===== config.mk =====
export PLATFORM = sky130hd
export DESIGN_NAME = xilinx_bram_rd_stream_flat
export DESIGN_NICKNAME = d
export VERILOG_FILES = /design/src/rtl/xilinx_bram_rd_stream_pkg.sv /design/src/rtl/xilinx_bram_rd_stream_if.sv /design/src/rtl/xilinx_bram_rd_buf.sv /design/src/rtl/xilinx_bram_rd_stream.sv /design/src/flat_wrapper.sv
export SDC_FILE = /design/constraint.sdc
export NUM_CORES = 1
export LEC_CHECK = 0
export CAP_MARGIN = 20
export CORE_AREA = 5 5 114 116
export DETAILED_ROUTE_END_ITERATION = 12
export DIE_AREA = 0 0 119 121
export PLACE_DENSITY = 0.66
export RECOVER_POWER = 100
export SLEW_MARGIN = 10
export SYNTH_ARGS = -nofsm -noshare
export SYNTH_HDL_FRONTEND = slang
export SYNTH_SLANG_ARGS = --single-unit

===== constraint.sdc =====
create_clock -name CLK -period 4.5 [get_ports CLK]
set_input_delay 1.125 -clock CLK [delete_from_list [all_inputs] [get_ports CLK]]
set_output_delay 1.125 -clock CLK [all_outputs]
set_load 0.02 [all_outputs]

===== src/rtl/xilinx_bram_rd_stream_pkg.sv =====
// rtl/xilinx_bram_rd_stream_pkg.sv - shared constants and helpers for the BRAM read-stream front end
// Contents: BRAM_ADDR_W (native BRAM address width), bram_rd_latency(doreg) (read latency for a DO*_REG setting)
package xilinx_bram_rd_stream_pkg;

    localparam int BRAM_ADDR_W = 15;

    // DO*_REG=1 adds the optional output register stage to the read path.
    function automatic int bram_rd_latency(input int doreg);
        return 1 + doreg;
    endfunction

endpackage


===== src/rtl/xilinx_bram_rd_stream_if.sv =====
// rtl/xilinx_bram_rd_stream_if.sv - request, BRAM port and read-data stream bundle
// Signals: REQ_* request channel, BRAM_* port drive/return, RD_* output stream, LEVEL credit usage
// Modports: slave = the front end itself, master = requester/consumer/BRAM side
interface xilinx_bram_rd_stream_if #(
    parameter int DATA_WIDTH   = 36,
    parameter int ADDR_WIDTH   = 15,
    parameter int READ_LATENCY = 1
);
    localparam int LEVEL_W = $clog2(READ_LATENCY + 2 + 1);

    logic                  REQ_VALID;
    logic                  REQ_READY;
    logic [ADDR_WIDTH-1:0] REQ_ADDR;
    logic                  BRAM_EN;
    logic                  BRAM_REGCE;
    logic [ADDR_WIDTH-1:0] BRAM_ADDR;
    logic [DATA_WIDTH-1:0] BRAM_DO;
    logic                  RD_VALID;
    logic                  RD_READY;
    logic [DATA_WIDTH-1:0] RD_DATA;
    logic [LEVEL_W-1:0]    LEVEL;

    modport slave (
        input  REQ_VALID, REQ_ADDR, BRAM_DO, RD_READY,
        output REQ_READY, BRAM_EN, BRAM_REGCE, BRAM_ADDR, RD_VALID, RD_DATA, LEVEL
    );

    modport master (
        output REQ_VALID, REQ_ADDR, BRAM_DO, RD_READY,
        input  REQ_READY, BRAM_EN, BRAM_REGCE, BRAM_ADDR, RD_VALID, RD_DATA, LEVEL
    );

endinterface


===== src/rtl/xilinx_bram_rd_buf.sv =====
// rtl/xilinx_bram_rd_buf.sv - circular FIFO capturing BRAM read data for the output stream
// Ports: clk_i, rst_n_i (async active-low), wr_en_i/wr_data_i (capture), rd_ready_i/rd_valid_o/rd_data_o (stream), count_o (occupancy)
module xilinx_bram_rd_buf #(
    parameter int DATA_WIDTH = 36,
    parameter int DEPTH      = 3,
    localparam int CNT_W     = $clog2(DEPTH + 1),
    localparam int PTR_W     = $clog2(DEPTH)
) (
    input  logic                  clk_i,
    input  logic                  rst_n_i,
    input  logic                  wr_en_i,
    input  logic [DATA_WIDTH-1:0] wr_data_i,
    input  logic                  rd_ready_i,
    output logic                  rd_valid_o,
    output logic [DATA_WIDTH-1:0] rd_data_o,
    output logic [CNT_W-1:0]      count_o
);
    localparam logic [PTR_W-1:0] LAST = PTR_W'(DEPTH - 1);

    logic [DATA_WIDTH-1:0] mem_q [DEPTH];
    logic [PTR_W-1:0]      wr_ptr_q, wr_ptr_d;
    logic [PTR_W-1:0]      rd_ptr_q, rd_ptr_d;
    logic [CNT_W-1:0]      count_q, count_d;
    logic                  pop;

    // DEPTH is usually not a power of two, so wrap explicitly.
    function automatic logic [PTR_W-1:0] ptr_inc(input logic [PTR_W-1:0] p);
        return (p == LAST) ? '0 : p + 1'b1;
    endfunction

    assign pop        = rd_ready_i & (count_q != '0);
    assign rd_valid_o = (count_q != '0);
    assign rd_data_o  = mem_q[rd_ptr_q];
    assign count_o    = count_q;

    always_comb begin
        wr_ptr_d = wr_en_i ? ptr_inc(wr_ptr_q) : wr_ptr_q;
        rd_ptr_d = pop ? ptr_inc(rd_ptr_q) : rd_ptr_q;
        count_d  = count_q + CNT_W'(wr_en_i) - CNT_W'(pop);
    end

    always_ff @(posedge clk_i or negedge rst_n_i) begin
        if (!rst_n_i) begin
            wr_ptr_q <= '0;
            rd_ptr_q <= '0;
            count_q  <= '0;
        end else begin
            wr_ptr_q <= wr_ptr_d;
            rd_ptr_q <= rd_ptr_d;
            count_q  <= count_d;
        end
    end

    // Storage is deliberately left out of reset; count gates its visibility.
    always_ff @(posedge clk_i) begin
        if (wr_en_i) begin
            mem_q[wr_ptr_q] <= wr_data_i;
        end
    end

endmodule


===== src/rtl/xilinx_bram_rd_stream.sv =====
// rtl/xilinx_bram_rd_stream.sv - BRAM read-port front end with latency tracking and credit-guarded output buffer
// Ports: CLK, RST_N (async active-low), bus (slave): REQ_* request channel, BRAM_* port drive/return, RD_* stream, LEVEL
module xilinx_bram_rd_stream
    import xilinx_bram_rd_stream_pkg::*;
#(
    parameter int DATA_WIDTH   = 36,
    parameter int ADDR_WIDTH   = BRAM_ADDR_W,
    parameter int READ_LATENCY = bram_rd_latency(0)
) (
    input  logic                   CLK,
    input  logic                   RST_N,
    xilinx_bram_rd_stream_if.slave bus
);
    localparam int BUF_DEPTH = READ_LATENCY + 2;
    localparam int LEVEL_W   = $clog2(BUF_DEPTH + 1);
    localparam logic [LEVEL_W-1:0] CREDITS = LEVEL_W'(BUF_DEPTH);

    if (READ_LATENCY != 1 && READ_LATENCY != 2) begin : g_bad_latency
        $error("xilinx_bram_rd_stream: READ_LATENCY must be 1 or 2");
    end

    logic [READ_LATENCY-1:0] vpipe_q, vpipe_d;
    logic [LEVEL_W-1:0]      inflight_q, inflight_d;
    logic [LEVEL_W-1:0]      count;
    logic [LEVEL_W-1:0]      level;
    logic [ADDR_WIDTH-1:0]   addr;
    logic                    req_ready;
    logic                    acc;
    logic                    capture;

    // Credits cover both in-flight reads and buffered beats, so every
    // accepted read has a guaranteed slot when its data returns.
    // RD_READY is intentionally absent here: a freed credit shows up one
    // cycle later through count.
    assign level     = inflight_q + count;
    assign req_ready = RST_N & (level < CREDITS);
    assign acc       = bus.REQ_VALID & req_ready;
    assign capture   = vpipe_q[READ_LATENCY-1];
    assign addr      = bus.REQ_ADDR;

    assign bus.REQ_READY  = req_ready;
    assign bus.BRAM_EN    = acc;
    assign bus.BRAM_ADDR  = addr;
    // The output register stage is clocked one cycle after the array read.
    assign bus.BRAM_REGCE = (READ_LATENCY == 2) ? vpipe_q[0] : 1'b0;
    assign bus.LEVEL      = level;

    always_comb begin
        vpipe_d    = vpipe_q << 1;
        vpipe_d[0] = acc;
        inflight_d = inflight_q + LEVEL_W'(acc) - LEVEL_W'(capture);
    end

    always_ff @(posedge CLK or negedge RST_N) begin
        if (!RST_N) begin
            vpipe_q    <= '0;
            inflight_q <= '0;
        end else begin
            vpipe_q    <= vpipe_d;
            inflight_q <= inflight_d;
        end
    end

    xilinx_bram_rd_buf #(
        .DATA_WIDTH (DATA_WIDTH),
        .DEPTH      (BUF_DEPTH)
    ) u_buf (
        .clk_i      (CLK),
        .rst_n_i    (RST_N),
        .wr_en_i    (capture),
        .wr_data_i  (bus.BRAM_DO),
        .rd_ready_i (bus.RD_READY),
        .rd_valid_o (bus.RD_VALID),
        .rd_data_o  (bus.RD_DATA),
        .count_o    (count)
    );

endmodule


===== src/flat_wrapper.sv =====
// flat-port wrapper written by rule: the top's interface ports become plain ports
module xilinx_bram_rd_stream_flat import xilinx_bram_rd_stream_pkg::*;
#(
    parameter int DATA_WIDTH   = 36,
    parameter int ADDR_WIDTH   = BRAM_ADDR_W,
    parameter int READ_LATENCY = bram_rd_latency(0)
)
  (CLK, RST_N, bus_REQ_VALID, bus_REQ_ADDR, bus_BRAM_DO, bus_RD_READY, bus_REQ_READY, bus_BRAM_EN, bus_BRAM_REGCE, bus_BRAM_ADDR, bus_RD_VALID, bus_RD_DATA, bus_LEVEL);
  xilinx_bram_rd_stream_if #(.DATA_WIDTH(DATA_WIDTH), .ADDR_WIDTH(ADDR_WIDTH), .READ_LATENCY(READ_LATENCY)) bus_i ();
  input  logic CLK;
  input  logic RST_N;
  input wire logic [$bits(bus_i.REQ_VALID)-1:0] bus_REQ_VALID;
  input wire logic [$bits(bus_i.REQ_ADDR)-1:0] bus_REQ_ADDR;
  input wire logic [$bits(bus_i.BRAM_DO)-1:0] bus_BRAM_DO;
  input wire logic [$bits(bus_i.RD_READY)-1:0] bus_RD_READY;
  output wire logic [$bits(bus_i.REQ_READY)-1:0] bus_REQ_READY;
  output wire logic [$bits(bus_i.BRAM_EN)-1:0] bus_BRAM_EN;
  output wire logic [$bits(bus_i.BRAM_REGCE)-1:0] bus_BRAM_REGCE;
  output wire logic [$bits(bus_i.BRAM_ADDR)-1:0] bus_BRAM_ADDR;
  output wire logic [$bits(bus_i.RD_VALID)-1:0] bus_RD_VALID;
  output wire logic [$bits(bus_i.RD_DATA)-1:0] bus_RD_DATA;
  output wire logic [$bits(bus_i.LEVEL)-1:0] bus_LEVEL;
  assign bus_i.REQ_VALID = bus_REQ_VALID;
  assign bus_i.REQ_ADDR = bus_REQ_ADDR;
  assign bus_i.BRAM_DO = bus_BRAM_DO;
  assign bus_i.RD_READY = bus_RD_READY;
  assign bus_REQ_READY = bus_i.REQ_READY;
  assign bus_BRAM_EN = bus_i.BRAM_EN;
  assign bus_BRAM_REGCE = bus_i.BRAM_REGCE;
  assign bus_BRAM_ADDR = bus_i.BRAM_ADDR;
  assign bus_RD_VALID = bus_i.RD_VALID;
  assign bus_RD_DATA = bus_i.RD_DATA;
  assign bus_LEVEL = bus_i.LEVEL;
  xilinx_bram_rd_stream #(.DATA_WIDTH(DATA_WIDTH), .ADDR_WIDTH(ADDR_WIDTH), .READ_LATENCY(READ_LATENCY)) u_core (.CLK(CLK), .RST_N(RST_N), .bus(bus_i));
endmodule

==> run metrics, run 1 <==
outcome finished, violations left; failing checks capacitance limit, slew limit; critical path fanouts, max 22; Worst Tran Pin Value 2.340 ns; Mapped Cells 285; post-synthesis sequential area ratio 0.7524; Syn Nets 345; Slowest cell on crit path dfrtp_1; Avg Inst Size Synth 16.17 um2; RSZ-0062 raised after global routing no; largest net degree at the start of global routing 38; total track usage 0.1180; Worst Path Arrival 2.88 ns; chip width 119 um; vias in the first global route 2,520; count of hold-fix buffers inserted at cts 0; clk_lat worst skew 0.40 ns; global-route wire length before repair 12,630 um; final cycle utilization of the critical path 0.8902; Warnings, synthesis 0; GPL Wtd Cong 0.6975; pwr/cell area 691.5 nW/um2; finished layout cell area 6011 um2; Met3 Routed Length 403 um; DR WL/cell 15.45 um; Vias per Instance 4.664; Synth-to-Final Area Change 30.40%; Initial Utilization 0.3903; Final Hold Fails 0; CTS tree built; PortBufs 80; TNS Setup 0 ns; #FFs+latches synth 117; P_leak 0.002156 uW; Max clock buf depth 2; H-tree Lvls 4; final WL 8052 um; worst stage delay on the critical path 1.21 ns; Max Clk Rate 249.6 MHz; initial DRC count 75; 1st-pass router iterations 4; GRT overflow 0; layout cell share with drive strength beyond 1 0.09893; Fill cells 1,004; root buf cell clkbuf_16; Crit. End Element primary output; Mapped Area 4609 um2; clk slew on worst S/H paths 0.05 ns; Die Span Y 121 um; skew final 0.009334 ns; Total Power 4156 uW; IO Count 112; initial antenna violation count 0; routed metal-1 wirelength 3336 um; max-cap violations 3; Post-Place Worst Slack 0.7091 ns; Tightest Hold Check Type register to register; Rows 40; DP HPWL 4848 um; die area 14,400 um2; final hold slack 0.4995 ns; Yosys cell types 23; post-CTS sizing 0; # Post-CTS Setup Buffers 0; Setup CP Type register to primary output; Worst Setup Slack, final 0.4943 ns; nets 422; commonest non-fill, non-tap cells in the layout edfxtp_1, dlygate4sd3_1, nand2_1; post-route ant nets 0; CTS buffer count 17; peak supply drop 324.5 uV; cells along the critical path buf_12 > mux2i_1 > o21ai_0 > dlygate4sd3_1; Residual DRC 0; most common cell after layout, fill and taps aside edfxtp_1; wire length on met2 4137 um; Setup Viol. Count Final 0; Antenna diodes 0; Core ar. 11,810 um2; Post-DP Area 5463 um2; vias 2,430; max layer used met4; Period minus WS final 4.006 ns; Critical Path RT 3.38 ns; Startpoint Class register; Sink Count 117; max_slew headroom -0.5599; max-slew violation count 112
## through the flow
stage                       util  instances
after floorplan                -        285
after global placement    0.4625        490
after detailed placement  0.4625        490
after CTS                 0.5108        521
after global routing      0.5089        521
final                     0.5089        521
## power breakdown
part           switching [uW]  leakage [uW]  internal (uW)
Clock                     431      0.000277            855
Sequential                149       0.00109           1400
Combinational             716      0.000790            609
## per-layer routing
| layer | GRT usage | vias up |
|---|---|---|
| met3 | 0.04242 | 21 |
| met2 | 0.2049 | 63 |
| met4 | 0.06807 | 0 |
| li1 | - | 1188 |
| met1 | 0.1233 | 1158 |
| met5 | 0 | - |
## path summary, 6_finish.rpt
path,depth (start not counted),start,slack (ns),end
worst min register to register,1,u_core.inflight_q[1]$_DFF_PN0_,0.50,u_core.inflight_q[1]$_DFF_PN0_
min in group asynchronous,2,RST_N,1.08,u_core.capture$_DFF_PN0_
worst max-delay path,4,u_core.u_buf.rd_ptr_q[0]$_DFFE_PN0P_,0.49,bus_RD_DATA[24]
worst max register to register,3,u_core.capture$_DFF_PN0_,1.69,u_core.u_buf.mem_q[2][0]$_DFFE_PP_
worst min-delay path,1,u_core.inflight_q[1]$_DFF_PN0_,0.50,u_core.inflight_q[1]$_DFF_PN0_
max in group asynchronous,2,RST_N,3.26,u_core.u_buf.rd_ptr_q[1]$_DFFE_PN0P_
## synthesized netlist by cell type, drive strengths merged
cell	number	area share
clkbuf	5	0.0041
inv	4	0.0033
ha	5	0.014
nor3b	2	0.0033
edfxtp	108	0.70
xnor2	4	0.0076
a21oi	1	0.0011
or2	1	0.0014
xor3	1	0.0054
o21ai	37	0.040
conb	1	0.00081
nor2	2	0.0016
nand2	38	0.031
a21boi	1	0.0016
mux2i	37	0.080
dfrtp	9	0.049
mux2	2	0.0049
a21o	2	0.0033
buf	24	0.043
nor2b	1	0.0014
## flip-flops by register name, summed over array words and instances (netlist names)
signal,count
u_core.u_buf.wr_ptr_q,2
u_core.u_buf.count_o,2
u_core.u_buf.rd_ptr_q,2
u_core.capture,1
u_core.u_buf.mem_q,108
u_core.inflight_q,2
## critical path, delay by kind of cell, from the launching register on
| family | cells | cell delay [ns] |
|---|---|---|
| buffers and inverters | 2 | 0.99 |
| DFF | 1 | 1.21 |
| AOI/OAI and AO/OA | 1 | 0.17 |
| muxes | 1 | 0.09 |
## cell families after synthesis
| family | after synthesis | share of synthesized area |
|---|---|---|
| other cells | 1 | 0.0008136 |
| flops | 117 | 0.7524 |
| buf+inv | 33 | 0.05022 |
| simple gates | 44 | 0.03855 |
| compound gates | 41 | 0.04614 |
| mux | 39 | 0.08523 |
| xor+xnor | 5 | 0.01303 |
| fa+ha+maj | 5 | 0.01357 |
## area by class of cell
type | instances | area, um2 | area share
clock buffer | 19 | 432.9 | 0.07202
clock inverter | 12 | 137.6 | 0.02290
inverter | 4 | 15.01 | 0.002498
multi-input combinational | 135 | 917.1 | 0.1526
sequential | 117 | 3470 | 0.5772
tap | 147 | 183.9 | 0.03060
timing repair buffer | 87 | 854.6 | 0.1422
(Power assumes the default switching activity.)
==> run 2, diff against run 1 <==
--- a/config.mk
+++ b/config.mk
@@ -7,6 +7,7 @@
 export LEC_CHECK = 0
 export CAP_MARGIN = 20
 export CORE_AREA = 5 5 114 116
+export CTS_BUF_LIST = sky130_fd_sc_hd__clkbuf_8
 export DETAILED_ROUTE_END_ITERATION = 12
 export DIE_AREA = 0 0 119 121
 export PLACE_DENSITY = 0.66
==> run metrics, run 2 (synthesized netlist as in run 1, its figures left out) <==
largest net degree at the start of global routing 38 (unchanged); vias 2,426 (-0.16%); worst stage delay on the critical path 1.04 ns (-0.17 ns); Antenna diodes 0 (unchanged); vias in the first global route 2,508 (-0.48%); RR Endpoint u_core.u_buf.mem_q[2][11]$_DFFE_PP_; critical path fanouts, max 36 (+64%); total track usage 0.1173 (-0.0007310); peak supply drop 280.3 uV (-14%); root buf cell clkbuf_8; switching power 1255 uW (-3.1%); max FFs per register 108 (unchanged); outcome finished, violations left; clock share of power 0.243 (-0.066); FF-to-FF path depth 3 (unchanged); post-CTS sizing 0 (unchanged); Initial Utilization 0.3903 (unchanged); Comb power frac 0.348 (+0.029); Slowest cell on crit path dfrtp_1; H-tree Lvls 4 (unchanged); global-route wire length before repair 12,520 um (-0.93%); sw frac 0.3322 (+0.02046); Period minus WS final 3.938 ns (-0.06754 ns); Sink Count 117 (unchanged); cells along the critical path buf_4 > nand2_1 > o21ai_0 > dlygate4sd3_1; Worst Path Arrival 2.81 ns (-0.07 ns); R2R Setup Slk 1.64 ns (-0.05 ns); launch point of the worst reg-to-reg path u_core.capture$_DFF_PN0_; P_leak 0.002079 uW (-3.6%); Setup CP Type register to primary output; Setup Viol. Count Final 0 (unchanged); Final Hold Fails 0 (unchanged); # Post-CTS Setup Buffers 0 (unchanged); Residual DRC 0 (unchanged); TNS Setup 0 ns (unchanged); max_slew headroom -0.5805 (-0.02055); Worst Tran Pin Value 2.371 ns (+0.03082 ns); RSZ-0062 raised after global routing no; max-cap violations 3 (unchanged); Critical Path RT 3.38 ns (about the same); WHS Endpoint u_core.inflight_q[1]$_DFF_PN0_; Levels on crit path 4 (unchanged); Fill cells 1,014 (+1.0%); final WL 8087 um (+0.43%); CTS tree built; initial antenna violation count 0 (unchanged); skew final 0.006666 ns (-0.002668 ns); IO Count 112 (unchanged); DP HPWL 4848 um (unchanged); Startpoint Class register; CTS buffer count 17 (unchanged); count of hold-fix buffers inserted at cts 0 (unchanged); Core ar. 11,810 um2 (unchanged); post-route ant nets 0 (unchanged); Cell Int Power 2523 uW (-12%); PortBufs 80 (unchanged); final cycle utilization of the critical path 0.8752 (-0.01501); failing checks capacitance limit, slew limit; chip width 119 um (unchanged); Synth-to-Final Area Change 26.25%; Tightest Hold Check Type register to register; layout cell share with drive strength beyond 1 0.09893 (unchanged); GRT overflow 0 (unchanged); max-slew violation count 112 (unchanged); Biggest register u_core.u_buf.mem_q; die area 14,400 um2 (unchanged); family with the most delay on the worst path buffers and inverters; GPL Wtd Cong 0.6975 (unchanged); nets 422 (unchanged); Vias per Instance 4.656 (-0.16%); final core occ 0.4927 (-0.01621); Worst Min Path Start u_core.inflight_q[1]$_DFF_PN0_; Reg power frac 0.409 (+0.037); Max Clk Rate 253.9 MHz (+1.7%); clk_lat worst skew 0.42 ns (+0.02 ns); most common cell after layout, fill and taps aside edfxtp_1; 1st-pass router iterations 4 (unchanged); Crit. End Element primary output; initial DRC count 98 (+31%); Die Span Y 121 um (unchanged); Max clock buf depth 2 (unchanged); Buf+Inv Stages, Crit Path 2 (unchanged); Rows 40 (unchanged); hold path cells 1 (unchanged); commonest non-fill, non-tap cells in the layout edfxtp_1, dlygate4sd3_1, nand2_1; DR WL/cell 15.52 um (+0.43%); clk slew on worst S/H paths 0.07 ns (+0.02 ns); pwr/cell area 649.1 nW/um2 (-6.1%)
[run 2: metrics by stage]
step / cell area (um2) / setup slack, ns / cells / total power [uW] / hold WS [ns]
6_report: 5819 / 0.5618 / 521 / 3778 / 0.5040
5_1_grt: 5819 / 0.3064 / 521 / 3991 / 0.5398
4_1_cts: 5842 / 0.7066 / 521 / 3934 / 0.5072
3_5_place_dp: 5463 / 0.7091 / 490 / 3006 / 0.4936
3_3_place_gp: 5463 / 0.7409 / 490 / 2976 / 0.4877
2_1_floorplan: 4609 / 0.8645 / 285 / 2405 / 0.4719
[run 2: worst register-to-register path, stage by stage, from the launching register on]
cell,delay [ns]
dfrtp_1,0.42
inv_1,0.10
nor3b_1,0.19
clkbuf_1,1.68
[run 2: area by class of cell]
cell class	instances	area, um2	share of cell area
inverter	4	15.01	0.002580
timing repair buffer	87	854.6	0.1469
tap	147	183.9	0.03161
clock inverter	14	145.1	0.02494
multi-input combinational	135	917.1	0.1576
sequential	117	3470	0.5962
clock buffer	17	234.0	0.04021
[run 2: worst max-delay path by stage]
stage | from | to | slack [ns]
2_1_floorplan | u_core.u_buf.wr_ptr_q[1]$_DFFE_PN0P_ | u_core.u_buf.mem_q[0][0]$_DFFE_PP_ | 0.86
3_3_place_gp | RST_N | bus_BRAM_EN | 0.74
3_5_place_dp | RST_N | bus_BRAM_EN | 0.71
4_1_cts | RST_N | bus_BRAM_EN | 0.71
5_1_grt | u_core.u_buf.rd_ptr_q[1]$_DFFE_PN0P_ | bus_RD_DATA[32] | 0.31
6_report | u_core.u_buf.rd_ptr_q[1]$_DFFE_PN0P_ | bus_RD_DATA[24] | 0.56
[run 2: power by group through the flow]
stage	Clock [uW]	Combinational, uW	Sequential, uW
2_1_floorplan	0	942	1460
3_3_place_gp	0	1420	1560
3_5_place_dp	0	1440	1570
4_1_cts	946	1450	1540
5_1_grt	989	1430	1570
6_report	918	1320	1540
[run 2: layer usage]
metal / vias to the layer above / track usage / wire length, um
li1: 1183 / - / -
met1: 1156 / 0.1202 / 3342
met2: 65 / 0.2038 / 4063
met3: 22 / 0.04103 / 442
met4: 0 / 0.07458 / 238
met5: - / 0 / 0
==> run 3, diff against run 2 <==
--- a/config.mk
+++ b/config.mk
@@ -12,6 +12,7 @@
 export DIE_AREA = 0 0 119 121
 export PLACE_DENSITY = 0.66
 export RECOVER_POWER = 100
+export SETUP_SLACK_MARGIN = 0.3
 export SLEW_MARGIN = 10
 export SYNTH_ARGS = -nofsm -noshare
 export SYNTH_HDL_FRONTEND = slang
==> results of run 3 <==
Same layout as run 2: the final DEF is identical, and so are final timing and power.
